<file path="src/rtl/ethernet_frame_arbiter_8ch.sv">
`default_nettype none
// +--------------------------------------------------------------------------+
// | Module      : ethernet_frame_arbiter_8ch                                 |
// | Description : 8:1 frame-granular strict-priority arbiter for 8-bit       |
// |               AXI4-Stream Ethernet frames. Input 7 has the highest       |
// |               priority. A granted input owns the output until its tlast  |
// |               beat. Frames flagged bad on tuser (first beat) may be      |
// |               consumed and discarded (DROP_ENABLE=1).                    |
// | Ports       : clk, rst (sync, active-high)                               |
// |               s_axis_N_{tdata,tvalid,tready,tlast,tuser}, N = 7..0       |
// |               m_axis_{tdata,tvalid,tready,tlast,tuser}                   |
// |               dropped_frames (32b, only with the macro below)            |
// | Options     : `define ETHERNET_FRAME_ARBITER_DROP_COUNTER_EN adds a      |
// |               saturating counter of discarded frames.                    |
// | Revision    : 1.0 - initial release                                      |
// +--------------------------------------------------------------------------+
module ethernet_frame_arbiter_8ch #(
   parameter int unsigned DROP_ENABLE = 1
) (
   input  logic        clk,
   input  logic        rst,
   input  logic [7:0]  s_axis_7_tdata,
   input  logic        s_axis_7_tvalid,
   output logic        s_axis_7_tready,
   input  logic        s_axis_7_tlast,
   input  logic        s_axis_7_tuser,
   input  logic [7:0]  s_axis_6_tdata,
   input  logic        s_axis_6_tvalid,
   output logic        s_axis_6_tready,
   input  logic        s_axis_6_tlast,
   input  logic        s_axis_6_tuser,
   input  logic [7:0]  s_axis_5_tdata,
   input  logic        s_axis_5_tvalid,
   output logic        s_axis_5_tready,
   input  logic        s_axis_5_tlast,
   input  logic        s_axis_5_tuser,
   input  logic [7:0]  s_axis_4_tdata,
   input  logic        s_axis_4_tvalid,
   output logic        s_axis_4_tready,
   input  logic        s_axis_4_tlast,
   input  logic        s_axis_4_tuser,
   input  logic [7:0]  s_axis_3_tdata,
   input  logic        s_axis_3_tvalid,
   output logic        s_axis_3_tready,
   input  logic        s_axis_3_tlast,
   input  logic        s_axis_3_tuser,
   input  logic [7:0]  s_axis_2_tdata,
   input  logic        s_axis_2_tvalid,
   output logic        s_axis_2_tready,
   input  logic        s_axis_2_tlast,
   input  logic        s_axis_2_tuser,
   input  logic [7:0]  s_axis_1_tdata,
   input  logic        s_axis_1_tvalid,
   output logic        s_axis_1_tready,
   input  logic        s_axis_1_tlast,
   input  logic        s_axis_1_tuser,
   input  logic [7:0]  s_axis_0_tdata,
   input  logic        s_axis_0_tvalid,
   output logic        s_axis_0_tready,
   input  logic        s_axis_0_tlast,
   input  logic        s_axis_0_tuser,
   output logic [7:0]  m_axis_tdata,
   output logic        m_axis_tvalid,
   input  logic        m_axis_tready,
   output logic        m_axis_tlast,
   output logic        m_axis_tuser
`ifdef ETHERNET_FRAME_ARBITER_DROP_COUNTER_EN
   ,
   output logic [31:0] dropped_frames
`endif
);

   localparam logic [1:0] IDLE    = 2'd0;
   localparam logic [1:0] FORWARD = 2'd1;
   localparam logic [1:0] DROP    = 2'd2;

   // Inputs gathered into vectors indexed by channel number.
   logic [7:0][7:0] tdata;
   logic [7:0]      tvalid;
   logic [7:0]      tlast;
   logic [7:0]      tuser;
   logic [7:0]      tready;

   assign tdata  = {s_axis_7_tdata,  s_axis_6_tdata,  s_axis_5_tdata,  s_axis_4_tdata,
                    s_axis_3_tdata,  s_axis_2_tdata,  s_axis_1_tdata,  s_axis_0_tdata};
   assign tvalid = {s_axis_7_tvalid, s_axis_6_tvalid, s_axis_5_tvalid, s_axis_4_tvalid,
                    s_axis_3_tvalid, s_axis_2_tvalid, s_axis_1_tvalid, s_axis_0_tvalid};
   assign tlast  = {s_axis_7_tlast,  s_axis_6_tlast,  s_axis_5_tlast,  s_axis_4_tlast,
                    s_axis_3_tlast,  s_axis_2_tlast,  s_axis_1_tlast,  s_axis_0_tlast};
   assign tuser  = {s_axis_7_tuser,  s_axis_6_tuser,  s_axis_5_tuser,  s_axis_4_tuser,
                    s_axis_3_tuser,  s_axis_2_tuser,  s_axis_1_tuser,  s_axis_0_tuser};
   assign {s_axis_7_tready, s_axis_6_tready, s_axis_5_tready, s_axis_4_tready,
           s_axis_3_tready, s_axis_2_tready, s_axis_1_tready, s_axis_0_tready} = tready;

   logic [1:0] state;
   logic [2:0] grant;
   logic [2:0] winner;
   logic       drop_mode;

   assign drop_mode = (DROP_ENABLE != 0);

   // Highest-numbered valid input wins; later iterations override earlier ones.
   always_comb begin
      winner = 3'd0;
      for (int i = 0; i < 8; i++) begin
         if (tvalid[i]) winner = 3'(i);
      end
   end

   always_ff @(posedge clk) begin
      if (rst) begin
         state <= IDLE;
         grant <= 3'd0;
      end else begin
         case (state)
            IDLE: begin
               if (|tvalid) begin
                  grant <= winner;
                  // Drop decision uses tuser of the first beat only.
                  state <= (drop_mode && tuser[winner]) ? DROP : FORWARD;
               end
            end
            FORWARD: begin
               if (tvalid[grant] && m_axis_tready && tlast[grant]) state <= IDLE;
            end
            DROP: begin
               if (tvalid[grant] && tlast[grant]) state <= IDLE;
            end
            default: state <= IDLE;
         endcase
      end
   end

   // Zero-latency data path from the granted input; everything idles at 0.
   always_comb begin
      tready        = 8'd0;
      m_axis_tdata  = 8'd0;
      m_axis_tvalid = 1'b0;
      m_axis_tlast  = 1'b0;
      m_axis_tuser  = 1'b0;
      case (state)
         FORWARD: begin
            tready[grant] = m_axis_tready;
            m_axis_tdata  = tdata[grant];
            m_axis_tvalid = tvalid[grant];
            m_axis_tlast  = tlast[grant];
            m_axis_tuser  = drop_mode ? 1'b0 : tuser[grant];
         end
         DROP: begin
            tready[grant] = 1'b1;
         end
         default: ;
      endcase
   end

`ifdef ETHERNET_FRAME_ARBITER_DROP_COUNTER_EN
   always_ff @(posedge clk) begin
      if (rst) begin
         dropped_frames <= 32'd0;
      end else if (state == DROP && tvalid[grant] && tlast[grant] &&
                   dropped_frames != 32'hFFFF_FFFF) begin
         dropped_frames <= dropped_frames + 32'd1;
      end
   end
`endif

endmodule
`default_nettype wire

</file>
<file path="config.mk">
export PLATFORM = sky130hd
export DESIGN_NAME = ethernet_frame_arbiter_8ch
export DESIGN_NICKNAME = d
export VERILOG_FILES = /design/src/rtl/ethernet_frame_arbiter_8ch.sv
export SDC_FILE = /design/constraint.sdc
export NUM_CORES = 1
export LEC_CHECK = 0
export CAP_MARGIN = 40
export CORE_ASPECT_RATIO = 0.8
export CORE_MARGIN = 1.5
export CORE_UTILIZATION = 35
export CTS_BUF_LIST = sky130_fd_sc_hd__clkbuf_2 sky130_fd_sc_hd__clkbuf_4 sky130_fd_sc_hd__clkbuf_8
export CTS_CLUSTER_SIZE = 24
export DETAILED_ROUTE_END_ITERATION = 12
export GPL_TIMING_DRIVEN = 1
export HOLD_SLACK_MARGIN = 0.08
export PLACE_DENSITY = 0.88
export SLEW_MARGIN = 20
export SYNTH_ARGS = -nofsm -noshare
export SYNTH_HDL_FRONTEND = slang
export SYNTH_SLANG_ARGS = --single-unit
export TNS_END_PERCENT = 5
</file>
<file path="constraint.sdc">
create_clock -name clk -period 3.8 [get_ports clk]
set_input_delay 0.38 -clock clk [delete_from_list [all_inputs] [get_ports clk]]
set_output_delay 0.38 -clock clk [all_outputs]
set_load 0.02 [all_outputs]
</file>
==> summary.txt, run 1 <==
status: finished, final reports clean
ys async rst share: 0%
worst skew pair latency: 0.22 ns
most common cell after layout, fill and taps aside: clkdlybuf4s50_1
P_int: 0.0005947 W
FF-to-FF setup slack: 1.76 ns
Crit Path Class: reg2out
P_leak: 0.8906 nW
PwrDens: 438.7 nW/um^2
cts hold-fix bufs: 0
post-synthesis xor/xnor area fraction: 0%
commonest non-fill, non-tap cells in the layout: clkdlybuf4s50_1 (108), nor2_1 (29), mux2i_1 (21)
wire per inst: 15.04 um
Max Clock Freq: 0.3490 GHz
sequential area share after synthesis: 7.952%
fillers: 289
drt drc: 0
met3 GRT Util: 4.129%
Reg clk slew, reported paths: 0.03 ns
Worst VDD drop: 0.4796 mV
total negative slack: 0 ns
vias in the first global route: 1522
die area: 3967 sq um
TritonRoute pass-1 iters: 4
Core Area: 3447 sq um
synthesis-to-finish area growth: 92.84%
Die W: 70.05 um
clock power share: 9.8%
hold violation total from the final report: 0
met1 Track Usage GR: 29.79%
Routed Antenna Nets: 0
Setup crit end kind: primary output
Simple-Gate Fraction of Synth Area: 25.94%
Final HPWL DP: 3.824 mm
Sw Pwr: 0.0004700 W
via-per-instance ratio: 5.263
sequential share of power: 11.6%
Num Clock Sinks: 5
Detailed Route WL: 4.632 mm
Avg Synthesized Cell Area: 7.818 sq um
DP Area: 2367 sq um
layout cell share with drive strength beyond 1: 11.28%
Post-CTS Setup Bufs: 0
syn nets: 255
largest family of logic cells by synthesized area: multiplexers
FP Rows: 19
Synth Area in Compound Gates: 23.06%
Max FO, Critical Path: 13
Final Skew: 0.001122 ns
crit start category: register
YS warnings: 0
first-pass GRT wire length: 7.369 mm
# Max-Cap Violations: 0
Design Area, Final: 2427 sq um
mux contribution to synthesized area: 32.80%
max-slew violation count: 0
Worst R2R Path Depth: 7
Req. time, crit path: 3.42 ns
largest net degree at the start of global routing: 24
post-layout min period: 2.865 ns
clk root buf: clkbuf_8
fin crit share: 75.40%
final setup fails: 0
# nets final: 361
hold path depth: 1
via count: 1621
Adder-Cell Fraction of Synth Area: 2.982%
CTS Buffer Depth: 2
cts bufs inserted: 3
gr usage total: 23.06%
Slew HR: 65.80%
Comb power frac: 78.6%
RSZ-0062 raised after global routing: no
gp weighted congestion: 0.7900
H-tree levels: 1
global routing's busiest layer: met2
IO Pins: 110
#FFs+latches synth: 5
Initial Utilization: 36.52%
total gr overflow: 0
Slew @ Worst Pin: 0.5129 ns
Mapped Cells: 161
CTS-repair resized insts: 0
synthesized cell area: 1259 sq um
Vert. Die Dim: 56.64 um
Post-synth top flop: dfxtp_1
number of flops mapped to enable cells by yosys: 0
Hold Path Class: reg2reg
Unique masters post-synth: 47
Buffers on Ports: 108
initial antenna violation count: 0
CTS tree: built
CP arrival: 2.49 ns
# diodes: 0
initial DRC count: 63
switching share of total power: 44.14%
met2 global-route usage: 40.68%
## flip-flops by register name (all words and copies together) (netlist names)
signal / count
grant: 3
state: 2
## power groups by stage
stage          logic [W]  clock network, W  registers [W]
2_1_floorplan   0.000588                 0      0.0000915
5_1_grt         0.000907          0.000111       0.000130
4_1_cts         0.000818          0.000107       0.000137
3_5_place_dp    0.000817                 0       0.000137
3_3_place_gp    0.000758                 0       0.000159
6_report        0.000837          0.000105       0.000123
## worst max-delay path: stages, from the launching register on
cell             delay [ns]
dfxtp_1                0.31
inv_1                  0.08
ha_1                   0.48
a21oi_1                0.16
or3b_1                 0.43
nor3_1                 0.16
clkdlybuf4s50_1        0.64
## metal layers
layer,vias up,wire [um]
met5,-,0
met4,0,55
met3,7,279
met2,60,2289
met1,748,2008
li1,806,-
## cell families after synthesis
| kind of cell | after synthesis |
|---|---|
| AOI/OAI and AO/OA | 40 |
| muxes | 31 |
| other | 1 |
| and+or+nand+nor | 65 |
| DFF | 5 |
| buffers and inverters | 16 |
| adders and majority gates | 3 |
## worst paths after layout
kind | from | to
setup / recovery | state[1] | s_axis_0_tready
hold / removal | state[1] | state[1]
setup reg to reg | grant[0] | state[0]
hold reg to reg | state[1] | state[1]
## synth_stat cells (2+ instances only)
master | count | area share, %
nand2_1 | 10 | 3.0
nor2b_1 | 6 | 3.0
a211oi_1 | 2 | 1.2
a21oi_1 | 10 | 4.0
dfxtp_1 | 5 | 8.0
a21boi_0 | 3 | 1.8
o21a_1 | 4 | 2.4
nand2b_1 | 2 | 0.99
mux4_2 | 8 | 14
nor3_1 | 4 | 1.6
o22ai_1 | 4 | 2.0
a31oi_1 | 4 | 2.0
nor3_2 | 2 | 1.6
buf_2 | 4 | 1.6
mux2i_1 | 21 | 17
o21ai_0 | 3 | 1.2
buf_4 | 4 | 2.4
inv_1 | 4 | 1.2
ha_1 | 3 | 3.0
nand3_1 | 2 | 0.80
nor2_1 | 29 | 8.6
nand2_2 | 2 | 0.99
## stage by stage
step           total power (W)  worst slack, ns  std cells  util (%)  hold WS [ns]
2_1_floorplan        0.0006791            1.702        161         -        0.4524
3_3_place_gp         0.0009169            1.150        302     67.88        0.4799
3_5_place_dp         0.0009539            1.105        303     68.68        0.4838
4_1_cts               0.001062           0.8617        307     70.09        0.4884
5_1_grt               0.001148           0.8278        308     70.42        0.4989
6_report              0.001065           0.9347        308     70.42        0.4836
## layout make-up
cell class	instances	area [sq um]	share of cell area [%]
clock buffers	4	48.80	2.010
inverters	5	18.77	0.7732
multi-input cells	140	1071	44.12
flip-flops and latches	5	101.3	4.175
well taps	42	52.55	2.165
repair buffers	112	1135	46.75
(Power assumes the default switching activity.)
==> run 2: changes to the inputs <==
--- a/config.mk
+++ b/config.mk
@@ -8,13 +8,13 @@
 export CAP_MARGIN = 40
 export CORE_ASPECT_RATIO = 0.8
 export CORE_MARGIN = 1.5
-export CORE_UTILIZATION = 35
+export CORE_UTILIZATION = 33
 export CTS_BUF_LIST = sky130_fd_sc_hd__clkbuf_2 sky130_fd_sc_hd__clkbuf_4 sky130_fd_sc_hd__clkbuf_8
 export CTS_CLUSTER_SIZE = 24
 export DETAILED_ROUTE_END_ITERATION = 12
 export GPL_TIMING_DRIVEN = 1
 export HOLD_SLACK_MARGIN = 0.08
-export PLACE_DENSITY = 0.88
+export PLACE_DENSITY = 0.84
 export SLEW_MARGIN = 20
 export SYNTH_ARGS = -nofsm -noshare
 export SYNTH_HDL_FRONTEND = slang
==> constraint.sdc (replaced) <==
create_clock -name clk -period 2.8 [get_ports clk]
set_input_delay 0.28 -clock clk [delete_from_list [all_inputs] [get_ports clk]]
set_output_delay 0.28 -clock clk [all_outputs]
set_load 0.02 [all_outputs]
==> run 2 against run 1 <==
Compared with the run above: global-route usage fell by 1.4 points; sequential cell count unchanged; combinational power is 40% higher; worst setup slack lost 0.66 ns; first-iteration DRC count fell by 13%; critical path type unchanged.
==> summary.txt, run 2 (synthesized netlist as in run 1, its figures left out) <==
IO Pins: 110 (unchanged)
Slew @ Worst Pin: 0.5101 ns (-0.002796 ns)
Buffers on Ports: 108 (unchanged)
Sw Pwr: 0.0006483 W (+38%)
Hold Path Class: reg2reg
fillers: 305 (+5.5%)
Crit Path Class: reg2out
die area: 4196 sq um (+5.8%)
# Max-Cap Violations: 0 (unchanged)
CTS Buffer Depth: 2 (unchanged)
initial antenna violation count: 0 (unchanged)
CTS-repair resized insts: 0 (unchanged)
initial DRC count: 55 (-13%)
clk root buf: clkbuf_8
Comb power frac: 79.4% (+0.8 points)
Final Skew: 0.0006189 ns (-0.0005035 ns)
max-slew violation count: 0 (unchanged)
total negative slack: 0 ns (unchanged)
commonest non-fill, non-tap cells in the layout: clkdlybuf4s50_1 (108), nor2_1 (29), mux2i_1 (21)
status: finished, final reports clean
vias in the first global route: 1567 (+3.0%)
Design Area, Final: 2451 sq um (+0.98%)
Slew HR: 65.71% (-0.097 points)
number of flip-flops in the largest register: 3 (unchanged)
TritonRoute pass-1 iters: 4 (unchanged)
switching share of total power: 43.90% (-0.25 points)
most common cell after layout, fill and taps aside: clkdlybuf4s50_1
# diodes: 0 (unchanged)
Core Area: 3542 sq um (+2.8%)
hold violation total from the final report: 0 (unchanged)
Req. time, crit path: 2.52 ns (-0.90 ns)
PwrDens: 602.5 nW/um^2 (+37%)
gp weighted congestion: 0.8451 (+7.0%)
Detailed Route WL: 4.623 mm (-0.19%)
Reg with most FFs: grant
worst skew pair latency: 0.22 ns (about the same)
drt drc: 0 (unchanged)
Final HPWL DP: 3.800 mm (-0.63%)
CP arrival: 2.25 ns (-0.24 ns)
# nets final: 364 (+0.83%)
crit start category: register
Initial Utilization: 35.54% (-0.98 points)
P_int: 0.0008286 W (+39%)
via count: 1655 (+2.1%)
cts bufs inserted: 3 (unchanged)
clock power share: 9.7% (about the same)
Max Clock Freq: 0.3960 GHz
Routed Antenna Nets: 0 (unchanged)
via-per-instance ratio: 5.322 (+1.1%)
Max FO, Critical Path: 14 (+1)
P_leak: 0.9057 nW (+1.7%)
RSZ-0062 raised after global routing: no
Setup crit end kind: primary output
first-pass GRT wire length: 7.314 mm (-0.75%)
biggest regs: grant x3, state x2
DP Area: 2402 sq um (+1.5%)
wire per inst: 14.86 um (-1.2%)
largest net degree at the start of global routing: 28 (+17%)
sequential share of power: 10.9% (-0.7 points)
total gr overflow: 0 (unchanged)
CTS tree: built
layout cell share with drive strength beyond 1: 12.27% (+0.99 points)
Worst VDD drop: 0.4387 mV (-8.5%)
H-tree levels: 1 (unchanged)
Vert. Die Dim: 58.24 um (+2.8%)
post-layout min period: 2.525 ns
final setup fails: 0 (unchanged)
Post-CTS Setup Bufs: 0 (unchanged)
cts hold-fix bufs: 0 (unchanged)
gr usage total: 21.70% (-1.4 points)
fin crit share: 90.19%
synthesis-to-finish area growth: 94.73%
Reg clk slew, reported paths: 0.03 ns (about the same)
Num Clock Sinks: 5 (unchanged)
FP Rows: 19 (unchanged)
Die W: 72.05 um (+2.9%)
[run 2: cell types whose count changed in the layout (fill, tap and decap cells not counted)]
cell / before / now
buf_6: 1 / 0
buf_4: 2 / 5
buf_12: 0 / 2
buf_16: 1 / 0
[run 2: cell type report]
class / count / area (sq um) / area share (%)
tap: 42 / 52.55 / 2.144
multi-input combinational: 140 / 1071 / 43.70
timing repair buffer: 115 / 1159 / 47.27
clock buffer: 4 / 48.80 / 1.991
sequential: 5 / 101.3 / 4.135
inverter: 5 / 18.77 / 0.7657
[run 2: power by group through the flow]
stage               Sequential, W  Clock [W]  Combinational (W)
floorplan                0.000124          0           0.000797
global placement         0.000162          0            0.00115
detailed placement       0.000164          0            0.00117
CTS                      0.000163   0.000146            0.00117
global route             0.000168   0.000149            0.00128
finish                   0.000162   0.000143            0.00117
[run 2: path summary, 6_finish.rpt]
check                       end  cells after the start  slack, ns  startpoint
hold / removal         state[1]                      1       0.49    state[1]
setup / recovery  m_axis_tvalid                      6       0.27    grant[0]
hold reg to reg        state[1]                      1       0.49    state[1]
setup reg to reg       state[0]                      7       0.80    grant[0]
[run 2: routing by layer]
| layer | share of wire (%) | track usage [%] |
|---|---|---|
| met5 | 0 | 0 |
| met3 | 7.9 | 3.826 |
| met2 | 47 | 38.89 |
| met1 | 45 | 28.21 |
| met4 | 0.56 | 2.426 |
[run 2: through the flow]
step	instances	hold slack (ns)	utilization, %	worst slack, ns	total power [W]
final	311	0.4932	69.20	0.2748	0.001477
after global routing	311	0.5101	69.20	0.1576	0.001592
after CTS	311	0.4953	69.20	0.2709	0.001482
after detailed placement	307	0.4908	67.82	0.4661	0.001329
after global placement	307	0.4828	67.82	0.4747	0.001316
after floorplan	161	0.3524	-	0.8017	0.0009216
[run 2: critical path, stage by stage, from the launching register on]
cell and delay, ns:
dfxtp_2 0.55, buf_4 0.24, mux2i_1 0.22, o32ai_2 0.11, nor3_2 0.27, nor2b_1 0.09, clkdlybuf4s50_1 0.54
